[config.mk]
export PLATFORM = sky130hd
export DESIGN_NAME = qr_stream_adapter
export DESIGN_NICKNAME = d
export VERILOG_FILES = /design/src/rtl/qr_stream_adapter.sv
export SDC_FILE = /design/constraint.sdc
export NUM_CORES = 1
export LEC_CHECK = 0
export ABC_AREA = 0
export ABC_CLOCK_PERIOD_IN_PS = 19000
export BUFFER_PORTS_ARGS = -buffer_cell sky130_fd_sc_hd__buf_2
export CAP_MARGIN = 10
export CORE_UTILIZATION = 35
export CTS_CLUSTER_SIZE = 30
export DETAILED_ROUTE_END_ITERATION = 8
export MAX_ROUTING_LAYER = met4
export REMOVE_ABC_BUFFERS = 1
export SKIP_LAST_GASP = 1
export SYNTH_ARGS = -nofsm -noshare
export SYNTH_HDL_FRONTEND = slang
export SYNTH_SLANG_ARGS = --single-unit
[constraint.sdc]
create_clock -name clk -period 19 [get_ports clk]
set_input_delay 3.8 -clock clk [delete_from_list [all_inputs] [get_ports clk]]
set_output_delay 3.8 -clock clk [all_outputs]
set_load 0.01 [all_outputs]
[src/rtl/qr_stream_adapter.sv]
// Purpose: element-serial stream <-> row-parallel QR solver bridge (load A, burst rows + identity Q, capture R/Q, replay serially).
// Latency: last input element -> first qr_input_valid 1 cycle; Nth capture beat -> first m_valid 1 cycle.
// Backpressure: s_ready is high only in LOAD; drain index advances only on m_valid&&m_ready, outputs hold while stalled.
// Optional: define QR_TIMEOUT_EN to build the WAIT/CAPTURE watchdog (timeout_err is tied low otherwise).
module qr_stream_adapter #(
  parameter int INT_LEN        = 5,
  parameter int FRAC_LEN       = 19,
  parameter int MATRIX_SIZE    = 4,
  parameter int TIMEOUT_CYCLES = 4096
) (
  input  logic                                          clk,
  input  logic                                          nRst,
  input  logic                                          s_valid,
  output logic                                          s_ready,
  input  logic [INT_LEN+FRAC_LEN-1:0]                   s_data,
  output logic                                          qr_input_valid,
  output logic [MATRIX_SIZE*(INT_LEN+FRAC_LEN)-1:0]     qr_row_r,
  output logic [MATRIX_SIZE*(INT_LEN+FRAC_LEN)-1:0]     qr_col_q,
  input  logic                                          qr_transfer_valid,
  input  logic [MATRIX_SIZE*(INT_LEN+FRAC_LEN)-1:0]     qr_row_r_in,
  input  logic [MATRIX_SIZE*(INT_LEN+FRAC_LEN)-1:0]     qr_col_q_in,
  output logic                                          m_valid,
  input  logic                                          m_ready,
  output logic [INT_LEN+FRAC_LEN-1:0]                   m_data,
  output logic                                          m_sel,
  output logic                                          m_last,
  output logic                                          busy,
  output logic                                          timeout_err
);

  localparam int WORD  = INT_LEN + FRAC_LEN;
  localparam int N     = MATRIX_SIZE;
  localparam int NN    = N * N;
  localparam int ROW_W = N * WORD;
  localparam int IW    = ($clog2(N) > 0) ? $clog2(N) : 1;
  localparam int CW    = $clog2(N + 1);
  localparam int DW    = $clog2(2 * NN);

  localparam logic [IW-1:0] LAST_RC  = IW'(N - 1);
  localparam logic [CW-1:0] CNT_N    = CW'(N);
  localparam logic [CW-1:0] CNT_LAST = CW'(N - 1);
  localparam logic [DW-1:0] IDX_LAST = DW'(2 * NN - 1);

  typedef enum logic [2:0] {LOAD, SEND, WAIT, CAPTURE, DRAIN} state_t;

  state_t           state;
  logic [IW-1:0]    load_row;
  logic [IW-1:0]    load_col;
  logic [CW-1:0]    cnt;
  logic [DW-1:0]    drain_idx;
  logic             to_fire;

  // Shared by load and capture; contents are don't-care until written.
  logic [ROW_W-1:0] rbuf [N];
  logic [ROW_W-1:0] qbuf [N];

  int               nxt_e;
  int               nxt_w;
  logic [IW-1:0]    nxt_row;
  logic [IW-1:0]    nxt_col;
  logic             nxt_sel;
  logic             nxt_last;
  logic [WORD-1:0]  nxt_data;

  // Identity column k: fixed-point 1.0 in element k, zero elsewhere.
  function automatic logic [ROW_W-1:0] ident_col(input logic [IW-1:0] k);
    logic [ROW_W-1:0] c;
    c = '0;
    c[ROW_W-1-int'(k)*WORD -: WORD] = WORD'(1) << FRAC_LEN;
    return c;
  endfunction

  // Look up the element that follows the one currently presented on m_data.
  always_comb begin
    nxt_e = int'(drain_idx) + 1;
    if (nxt_e >= 2 * NN) nxt_e = 0;
    nxt_sel  = (nxt_e >= NN);
    nxt_w    = nxt_sel ? (nxt_e - NN) : nxt_e;
    nxt_row  = IW'(nxt_w / N);
    nxt_col  = IW'(nxt_w % N);
    nxt_last = (nxt_e == 2 * NN - 1);
    nxt_data = nxt_sel ? qbuf[nxt_row][ROW_W-1-int'(nxt_col)*WORD -: WORD]
                       : rbuf[nxt_row][ROW_W-1-int'(nxt_col)*WORD -: WORD];
  end

`ifdef QR_TIMEOUT_EN
  localparam int            TW      = $clog2(TIMEOUT_CYCLES + 1);
  localparam logic [TW-1:0] TO_LAST = TW'(TIMEOUT_CYCLES - 1);

  logic [TW-1:0] to_cnt;
  logic          to_err;

  assign to_fire = ((state == WAIT) || (state == CAPTURE)) && !qr_transfer_valid && (to_cnt == TO_LAST);
  assign timeout_err = to_err;

  // Watchdog: counts idle solver cycles while waiting for results; any beat restarts it.
  always_ff @(posedge clk) begin
    if (!nRst) begin
      to_cnt <= '0;
      to_err <= 1'b0;
    end else begin
      if (((state == WAIT) || (state == CAPTURE)) && !qr_transfer_valid && !to_fire)
        to_cnt <= to_cnt + TW'(1);
      else
        to_cnt <= '0;
      if (to_fire)
        to_err <= 1'b1;
    end
  end
`else
  assign to_fire     = 1'b0;
  assign timeout_err = 1'b0;
`endif

  // Main sequencer: load, burst to solver, capture results, drain serially.
  always_ff @(posedge clk) begin
    if (!nRst) begin
      state          <= LOAD;
      load_row       <= '0;
      load_col       <= '0;
      cnt            <= '0;
      drain_idx      <= '0;
      s_ready        <= 1'b1;
      qr_input_valid <= 1'b0;
      qr_row_r       <= '0;
      qr_col_q       <= '0;
      m_valid        <= 1'b0;
      m_data         <= '0;
      m_sel          <= 1'b0;
      m_last         <= 1'b0;
      busy           <= 1'b0;
    end else begin
      case (state)
        LOAD: begin
          if (s_valid && s_ready) begin
            rbuf[load_row][ROW_W-1-int'(load_col)*WORD -: WORD] <= s_data;
            if (load_col == LAST_RC) begin
              load_col <= '0;
              if (load_row == LAST_RC) begin
                // Final element: row 0 goes out on the very next cycle.
                load_row       <= '0;
                state          <= SEND;
                s_ready        <= 1'b0;
                busy           <= 1'b1;
                qr_input_valid <= 1'b1;
                qr_row_r       <= (N == 1) ? ROW_W'(s_data) : rbuf[0];
                qr_col_q       <= ident_col('0);
                cnt            <= CW'(1);
              end else begin
                load_row <= load_row + IW'(1);
              end
            end else begin
              load_col <= load_col + IW'(1);
            end
          end
        end
        SEND: begin
          if (cnt == CNT_N) begin
            qr_input_valid <= 1'b0;
            qr_row_r       <= '0;
            qr_col_q       <= '0;
            cnt            <= '0;
            state          <= WAIT;
          end else begin
            qr_row_r <= rbuf[cnt[IW-1:0]];
            qr_col_q <= ident_col(cnt[IW-1:0]);
            cnt      <= cnt + CW'(1);
          end
        end
        WAIT, CAPTURE: begin
          if (qr_transfer_valid) begin
            // WAIT captures its first beat directly, so no beat is lost on entry.
            rbuf[cnt[IW-1:0]] <= qr_row_r_in;
            qbuf[cnt[IW-1:0]] <= qr_col_q_in;
            if (cnt == CNT_LAST) begin
              cnt       <= '0;
              state     <= DRAIN;
              drain_idx <= '0;
              m_valid   <= 1'b1;
              m_data    <= (N == 1) ? qr_row_r_in[ROW_W-1 -: WORD] : rbuf[0][ROW_W-1 -: WORD];
              m_sel     <= 1'b0;
              m_last    <= 1'b0;
            end else begin
              cnt   <= cnt + CW'(1);
              state <= CAPTURE;
            end
          end else if (to_fire) begin
            cnt     <= '0;
            state   <= LOAD;
            s_ready <= 1'b1;
            busy    <= 1'b0;
          end
        end
        DRAIN: begin
          if (m_valid && m_ready) begin
            if (drain_idx == IDX_LAST) begin
              m_valid   <= 1'b0;
              m_data    <= '0;
              m_sel     <= 1'b0;
              m_last    <= 1'b0;
              drain_idx <= '0;
              state     <= LOAD;
              s_ready   <= 1'b1;
              busy      <= 1'b0;
            end else begin
              drain_idx <= drain_idx + DW'(1);
              m_data    <= nxt_data;
              m_sel     <= nxt_sel;
              m_last    <= nxt_last;
            end
          end
        end
        default: state <= LOAD;
      endcase
    end
  end

endmodule

# Yosys cells after proc, flatten, opt, wreduce, memory -nomap -nowiden
# Memories as Yosys holds them, arrays and structs flattened. A register that Yosys moved wholly into a read port is not among the register bits.
# Cells that the tools add are included.
# totals
output_inout_bits	223
memories	2
ram_bits	768
elab_cells	154
romBits	0
latchBits	0
inputBits	221
reg_bits	237
# op_classes
bitwise_logic	2
div_mod_pow	0
order_cmp	2
n_mux	76
n_addsub	12
n_reduce_logical	19
n_mul	3
n_eq_ne	18
shifts	6
# memory_table
memory	words	word_bits	rd	rd_ports_with_merged_regs	write_ports	line	rtl
qbuf	4	96	1	0	1	55	logic [ROW_W-1:0] qbuf [N];
rbuf	4	96	3	1	1	54	logic [ROW_W-1:0] rbuf [N];
# ops
op	count
96-bit two-way mux	11
96-bit case mux with 2 select lines	2
24-bit by 33-bit variable shift with 119-bit output, first input constant	2
119-bit by 8-bit indexed part select with 24-bit output	2
24-bit two-way mux	5
24-bit by 33-bit indexed part select with 119-bit output	1
24-bit by 33-bit indexed part select with 119-bit output, first input constant	1
96-bit bitwise AND	1
96-bit OR reduction	1
8-bit negation with 33-bit output	2
24-bit case mux with 2 select lines	1
3-bit two-way mux	11
32-bit by 6-bit equality test with 1-bit output, second input constant	1
32-bit by 6-bit >= comparator with 1-bit output, second input constant	1
32-bit two-way mux	1
32-bit by 6-bit subtractor with 32-bit output, second input constant	1
1-bit two-way mux	26
7-bit by 7-bit subtractor with 8-bit output, first input constant	3
5-bit two-way mux	4
2-bit inequality test, second input constant	8
5-bit AND reduction	3
2-bit by 2-bit multiplier with 4-bit output, second input constant	3
1-bit case mux with 2 select lines	6
3-bit case mux with 4 select lines	1
26 further kinds	40

# Depth between registers and ports, before layout
# Gate-level depths: netlist of the first run.
# An unclocked memory read counts as a cell.
# logic_depth
word_depth	14
mapped_depth	20
mapped_depth_nobuf	13

# Least setup slack after synthesis of the first run
# OpenSTA, ideal clock, no wires.
# synth_path
path_kind	input port to flip-flop
start	input nRst
end	memory qbuf[3][0] (netlist name), enable pin
stages	3
arrival_ns	8.227
required_ns	18.448
path_slack_ns	10.221
setup_ns	0.552
n_path_buf	1
cell_sequence	nand3_1 -> clkbuf_1 -> nor2_1
# synth_between
elab_chain_cells	2
# synth_rtl
element	line	rtl
from (decl)	12	input logic nRst,
1-bit two-way mux	117	if (!nRst) begin
1-bit two-way mux (implied by the code)	174	qbuf[cnt[IW-1:0]] <= qr_col_q_in;
to (decl)	55	
# No other way between the ends.

# Final worst setup path of the first run
# layout_path
start	input nRst
end	memory qbuf[2][43] (netlist name), enable pin
# Same word-level chain as after synthesis.

==> results.py, run 1 <==
metrics = {
    "logic_synthesis": {
        "synth_edf_count": 768,
        "ys_seq_elements": 923,
        "yosys.area.top_type": "edfxtp_1",
        "syn_area_um2": 44300,
        "yosysWarnings": 0,
        "syn_avg_cell_area_um2": 13.2,
        "yosysUniqueCellTypes": 85,
        "ys_seq_area_share_pct": 59.0,
        "syn_inst": 3350,
        "ys.flop_type": "edfxtp_1",
        "async_reset_ff_share_pct": 0,
        "yosys.area.top_type_share_pct": 52.0,
        "synth_area_leaders": "edfxtp_1, mux4_2, dfxtp_1",
    },
    "place": {
        "hpwl_um": 120000,
        "pre_cts_ws_ps": 11850,
        "gp_congestion": 0.992,
        "io_buffers": 358,
    },
    "timing": {
        "worstMarginPinSlew_ps": 1320,
        "timing.final.crit_share_pct": 34.0,
        "rsz0062_at_grt": "false",
        "relSlewSlack_pct": 12.1,
        "setup_tns_ps": 0,
        "timing.fmax_mhz": 155,
        "slew_viol_final": 0,
        "finalClockSkew_ps": 56.8,
        "min_period_ps": 6450,
        "fin_ws_ps": 12550,
        "hold_viol": 0,
        "setup_viol": 0,
    },
    "power_and_ir_drop": {
        "seqPwrFrac_pct": 50.0,
        "p_switching_uw": 1030,
        "clkPwrFrac_pct": 44.0,
        "ir_worst_vdd_mv": 0.0794,
        "swShare_pct": 23.2,
        "pwr-share-comb_pct": 6.0,
        "p_int_uw": 3410,
        "p_per_area_nw_per_um2": 87.3,
        "power.leakage_uw": 0.0170,
    },
    "setup_path": {
        "critPathKind": "in2reg",
        "cp.arrival_ps": 6760,
        "worstPathRequired_ps": 19310,
        "rrSetupSlack_ps": 13290,
        "r2r_cells": 13,
        "critPathLaunchType": "input port",
        "cp_max_fo": 49,
        "cp-end-kind": "flop",
    },
    "floorplanning": {
        "die_area_um2": 128000,
        "initial_core_util_pct": 35.3,
        "io-pin-count": 444,
        "core_um2": 126000,
        "num_rows": 130,
        "chipHeight_um": 358,
        "die_x_um": 358,
    },
    "clocking": {
        "clk_pin_slew_ps": 60,
        "postCtsHoldBufs": 0,
        "cts_buffer_depth": 3,
        "clock-sinks": 923,
        "cts_resized": 0,
        "worstSkewPairLatency_ps": 720,
        "ctsHtreeMaxLevel": 3,
        "root_buffer": "clkbuf_16",
        "cts_setup_buffers": 0,
        "cts-buffers-inserted": 96,
        "tritoncts": "done",
    },
    "flow_run": {
        "drv_cap": 0,
    },
    "route": {
        "antenna_left": 0,
        "wl_per_cell_um": 31.6,
        "drt-initial-drc-count": 4844,
        "drc": 0,
        "vias": 32600,
        "wirelength_um": 170000,
        "via_per_inst": 6.06,
        "dr.pass1.iters": 6,
    },
    "worst_hold_path": {
        "hold_depth": 2,
        "hp-class": "reg2reg",
    },
    "global_routing": {
        "grt_pass1_wl_um": 235000,
        "grt_start_max_net_pins": 129,
        "antenna_found_initial": 30,
        "overflow": 0,
        "first_global_vias": 30400,
        "grt_use_total_pct": 26.7,
    },
    "cells_and_area": {
        "fin_util_pct": 40.5,
        "final_layout_size_suffix_gt1_share_pct": 23.4,
        "area_delta_synth_final_pct": 14.6,
        "final_cell_mix": "edfxtp_1, buf_2, nand2_1",
        "mostFrequentLayoutCell": "edfxtp_1",
        "nets": 3867,
    },
    "status": {
        "status": "finished, final reports clean",
    },
}
==> final cells by class <==
type | instances | area, µm²
inverters | 35 | 131
multi-input cells | 2132 | 16700
repair buffers | 435 | 2430
diodes | 26 | 65.1
clock inverters | 51 | 607
well taps | 1650 | 2060
clock buffers | 129 | 2670
flip-flops and latches | 923 | 26200
fillers | 11800 | 74700
==> worst paths after layout <==
check / startpoint / end
setup / recovery: nRst / qbuf[2][43]
hold / removal: qr_row_r[16] / qr_row_r[16]
setup reg to reg: drain_idx[0] / m_data[7]
hold reg to reg: qr_row_r[16] / qr_row_r[16]
==> metal layers <==
layer | share of wire (%) | routed length (µm) | vias up | global-route usage (%)
met2 | 46 | 77800 | 2209 | 40.6
li1 | - | - | 13600 | -
met4 | 5.6 | 9540 | 0 | 13.6
met1 | 37 | 63700 | 16400 | 32.9
met5 | 0 | 0 | - | -
met3 | 11 | 19100 | 387 | 6.84
==> registers in the layout, indices dropped and copies added (netlist names), named ones only <==
name            count
s_ready             1
m_valid             1
load_row            2
load_col            2
rbuf              384
m_last              1
qr_col_q           12
state               3
busy                1
cnt                 3
qr_row_r           96
m_sel               1
drain_idx           5
m_data             24
qbuf              384
qr_input_valid      1
==> logic make-up after synthesis <==
group	after synthesis	synth area share (%)
buf+inv	380	4.45
mux	406	14.6
fa+ha+maj	23	0.649
compound gates	705	11.4
flops	923	59.0
simple gates	908	9.73
xor+xnor	4	0.155
other cells	1	0.00846
==> synth_stat cells, drive strengths merged, types with 12 or more instances <==
cell,instances
a2111oi,16
a211oi,26
a21oi,108
a221oi,121
a22o,37
a22oi,32
a31oi,24
a32oi,37
and2,18
buf,186
clkbuf,159
dfxtp,155
edfxtp,768
ha,23
inv,34
mux2,40
mux2i,177
mux4,189
nand2,343
nand3,60
nand4,19
nor2,238
nor2b,39
nor3,24
nor3b,106
o2111ai,15
o211ai,30
o21ai,158
o22ai,13
or3,12
==> metrics by stage <==
stage	hold WS, ps	power (µW)	instances	area, µm²
floorplan	493	2380	3090	42800
global placement	479	2520	5175	47500
detailed placement	484	2520	5175	47500
CTS	493	4440	5355	50800
global route	509	4540	5378	50800
finish	493	4440	5381	50800
==> power groups by stage <==
stage          combinational [µW]  sequential [µW]  clock [µW]
2_1_floorplan                 126             2260           0
3_3_place_gp                  257             2260           0
3_5_place_dp                  259             2260           0
4_1_cts                       260             2220        1970
5_1_grt                       276             2220        2040
6_report                      268             2220        1950
==> worst max-delay path, cell delays in order <==
cell and delay (ps):
buf_4 360, and3_4 690, and2_4 830, buf_4 870
Power figures use the tool's default switching activity.
==> run 2: changes to the inputs <==
--- a/config.mk
+++ b/config.mk
@@ -6,7 +6,7 @@
 export NUM_CORES = 1
 export LEC_CHECK = 0
 export ABC_AREA = 0
-export ABC_CLOCK_PERIOD_IN_PS = 19000
+export ABC_CLOCK_PERIOD_IN_PS = 6030
 export BUFFER_PORTS_ARGS = -buffer_cell sky130_fd_sc_hd__buf_2
 export CAP_MARGIN = 10
 export CORE_UTILIZATION = 35
==> constraint.sdc (replaced) <==
create_clock -name clk -period 6.03 [get_ports clk]
set_input_delay 1.206 -clock clk [delete_from_list [all_inputs] [get_ports clk]]
set_output_delay 1.206 -clock clk [all_outputs]
set_load 0.01 [all_outputs]
==> run 2 against run 1 <==
  * Clock-buffer cell count rose by 5
  * Die area did not move
  * Routed wire length rose by 3.1%
  * Clock skew fell by 14 ps
  * Core utilization rose by 0.15 points
  * Worst setup slack got worse by 11000 ps
  * Sequential cell count did not move
  * Critical path depth rose by 9
  * First-iteration DRC count rose by 0.33%
  * Critical path type is now reg2reg
  * Highest routed layer unchanged
==> results.py, run 2 (synthesized netlist as in run 1, its figures left out) <==
metrics = {
    "route": {
        "vias": 33100,
        "wl_per_cell_um": 32.4,
        "highest_layer": "met4",
        "drc": 0,
        "drt-initial-drc-count": 4860,
        "antenna_left": 0,
        "route.met2.wl_um": 80000,
        "dr.pass1.iters": 6,
        "wirelength_um": 175000,
        "met1_length_um": 67800,
        "via_per_inst": 6.11,
        "wl_met3_um": 18200,
    },
    "flow_run": {
        "drv_cap": 0,
    },
    "floorplanning": {
        "die_x_um": 358,
        "initial_core_util_pct": 35.3,
        "die_area_um2": 128000,
        "core_um2": 126000,
        "num_rows": 130,
        "chipHeight_um": 358,
        "io-pin-count": 444,
    },
    "clocking": {
        "clk_pin_slew_ps": 60,
        "tritoncts": "done",
        "worstSkewPairLatency_ps": 720,
        "cts-buffers-inserted": 97,
        "clock-sinks": 923,
        "root_buffer": "clkbuf_16",
        "ctsHtreeMaxLevel": 3,
        "cts_setup_buffers": 0,
        "cts_resized": 0,
        "postCtsHoldBufs": 0,
        "cts_buffer_depth": 3,
    },
    "setup_path": {
        "cp-end-kind": "flop",
        "worstPathRequired_ps": 6680,
        "cp.arrival_ps": 5490,
        "cp_max_fo": 40,
        "critPathLaunchType": "flop",
        "critPathKind": "reg2reg",
    },
    "cells_and_area": {
        "nets": 3896,
        "area_delta_synth_final_pct": 15.0,
        "final_layout_size_suffix_gt1_share_pct": 23.7,
        "final_cell_mix": "edfxtp_1, buf_2, nand2_1",
        "mostFrequentLayoutCell": "edfxtp_1",
        "nFillCells": 11800,
        "fin_util_pct": 40.6,
    },
    "timing": {
        "min_period_ps": 4840,
        "slew_viol_final": 0,
        "relSlewSlack_pct": 13.4,
        "hold_viol": 0,
        "setup_viol": 0,
        "finalClockSkew_ps": 42.7,
        "worstMarginPinSlew_ps": 1290,
        "rsz0062_at_grt": "false",
        "timing.final.crit_share_pct": 80.3,
        "timing.fmax_mhz": 206,
    },
    "global_routing": {
        "first_global_vias": 31000,
        "antenna_found_initial": 29,
        "grt_use_total_pct": 27.5,
        "grt_start_max_net_pins": 102,
        "overflow": 0,
        "grt_pass1_wl_um": 241000,
    },
    "worst_hold_path": {
        "hp-class": "reg2reg",
    },
    "power_and_ir_drop": {
        "swShare_pct": 23.3,
        "power.leakage_uw": 0.0171,
        "p_per_area_nw_per_um2": 272,
        "pwr-share-comb_pct": 6.2,
        "p_int_uw": 10600,
        "ir_worst_vdd_mv": 0.199,
        "p_total_uw": 13900,
        "seqPwrFrac_pct": 50.4,
        "p_switching_uw": 3220,
        "clkPwrFrac_pct": 43.4,
    },
    "place": {
        "hpwl_um": 124000,
        "gp_congestion": 0.990,
        "io_buffers": 358,
    },
    "status": {
        "status": "finished, final reports clean",
    },
}
## run 2: path summary, 6_finish.rpt
kind                startpoint           end  slack [ps]  cells past startpoint
setup reg to reg  drain_idx[1]     m_data[7]        1190                     13
setup / recovery  drain_idx[1]     m_data[7]        1190                     13
hold reg to reg   qr_row_r[62]  qr_row_r[62]         490                      2
hold / removal    qr_row_r[62]  qr_row_r[62]         490                      2
## run 2: worst max-delay path: stages (launching register included)
cell and delay, ps:
dfxtp_1 530, ha_1 290, nor2b_1 200, a21o_1 170
ha_4 600, nand2_1 220, a21oi_2 380, buf_4 400
nand2_1 120, o221ai_1 570, o32ai_1 340, or2_1 300
a2111oi_2 390, o221a_1 240
## run 2: layout make-up
type                            instances  area, µm²  share of cell area, %
Clock inverter                         50        474                  0.930
Sequential cell                       923      26200                   51.3
Tap cell                             1650       2060                   4.05
Inverter                               35        131                  0.258
Antenna cell                           23       57.6                  0.113
Timing Repair Buffer                  463       2760                   5.41
Clock buffer                          134       2680                   5.25
Multi-Input combinational cell       2132      16700                   32.7
## run 2: power by group through the flow
| stage | Clock (µW) | Combinational, µW | Sequential, µW |
|---|---|---|---|
| after floorplan | 0 | 397 | 7110 |
| after global placement | 0 | 828 | 7120 |
| after detailed placement | 0 | 835 | 7120 |
| after CTS | 6060 | 838 | 6990 |
| after global routing | 6300 | 889 | 6990 |
| final | 6010 | 861 | 6990 |
## run 2: per-layer routing
metal	up-vias	track usage [%]
met5	-	-
li1	13600	-
met2	2238	41.3
met3	326	7.01
met4	0	13.2
met1	16900	34.7
## run 2: stage by stage
stage	instance area (µm²)	hold WS (ps)	setup TNS [ps]	cells	setup slack [ps]
2_1_floorplan	42800	493	-192200	3090	-5890
3_3_place_gp	47800	482	0	5203	1280
3_5_place_dp	47800	484	0	5203	1220
4_1_cts	51000	493	0	5387	1210
5_1_grt	51000	512	0	5405	999
6_report	51000	491	0	5410	1190
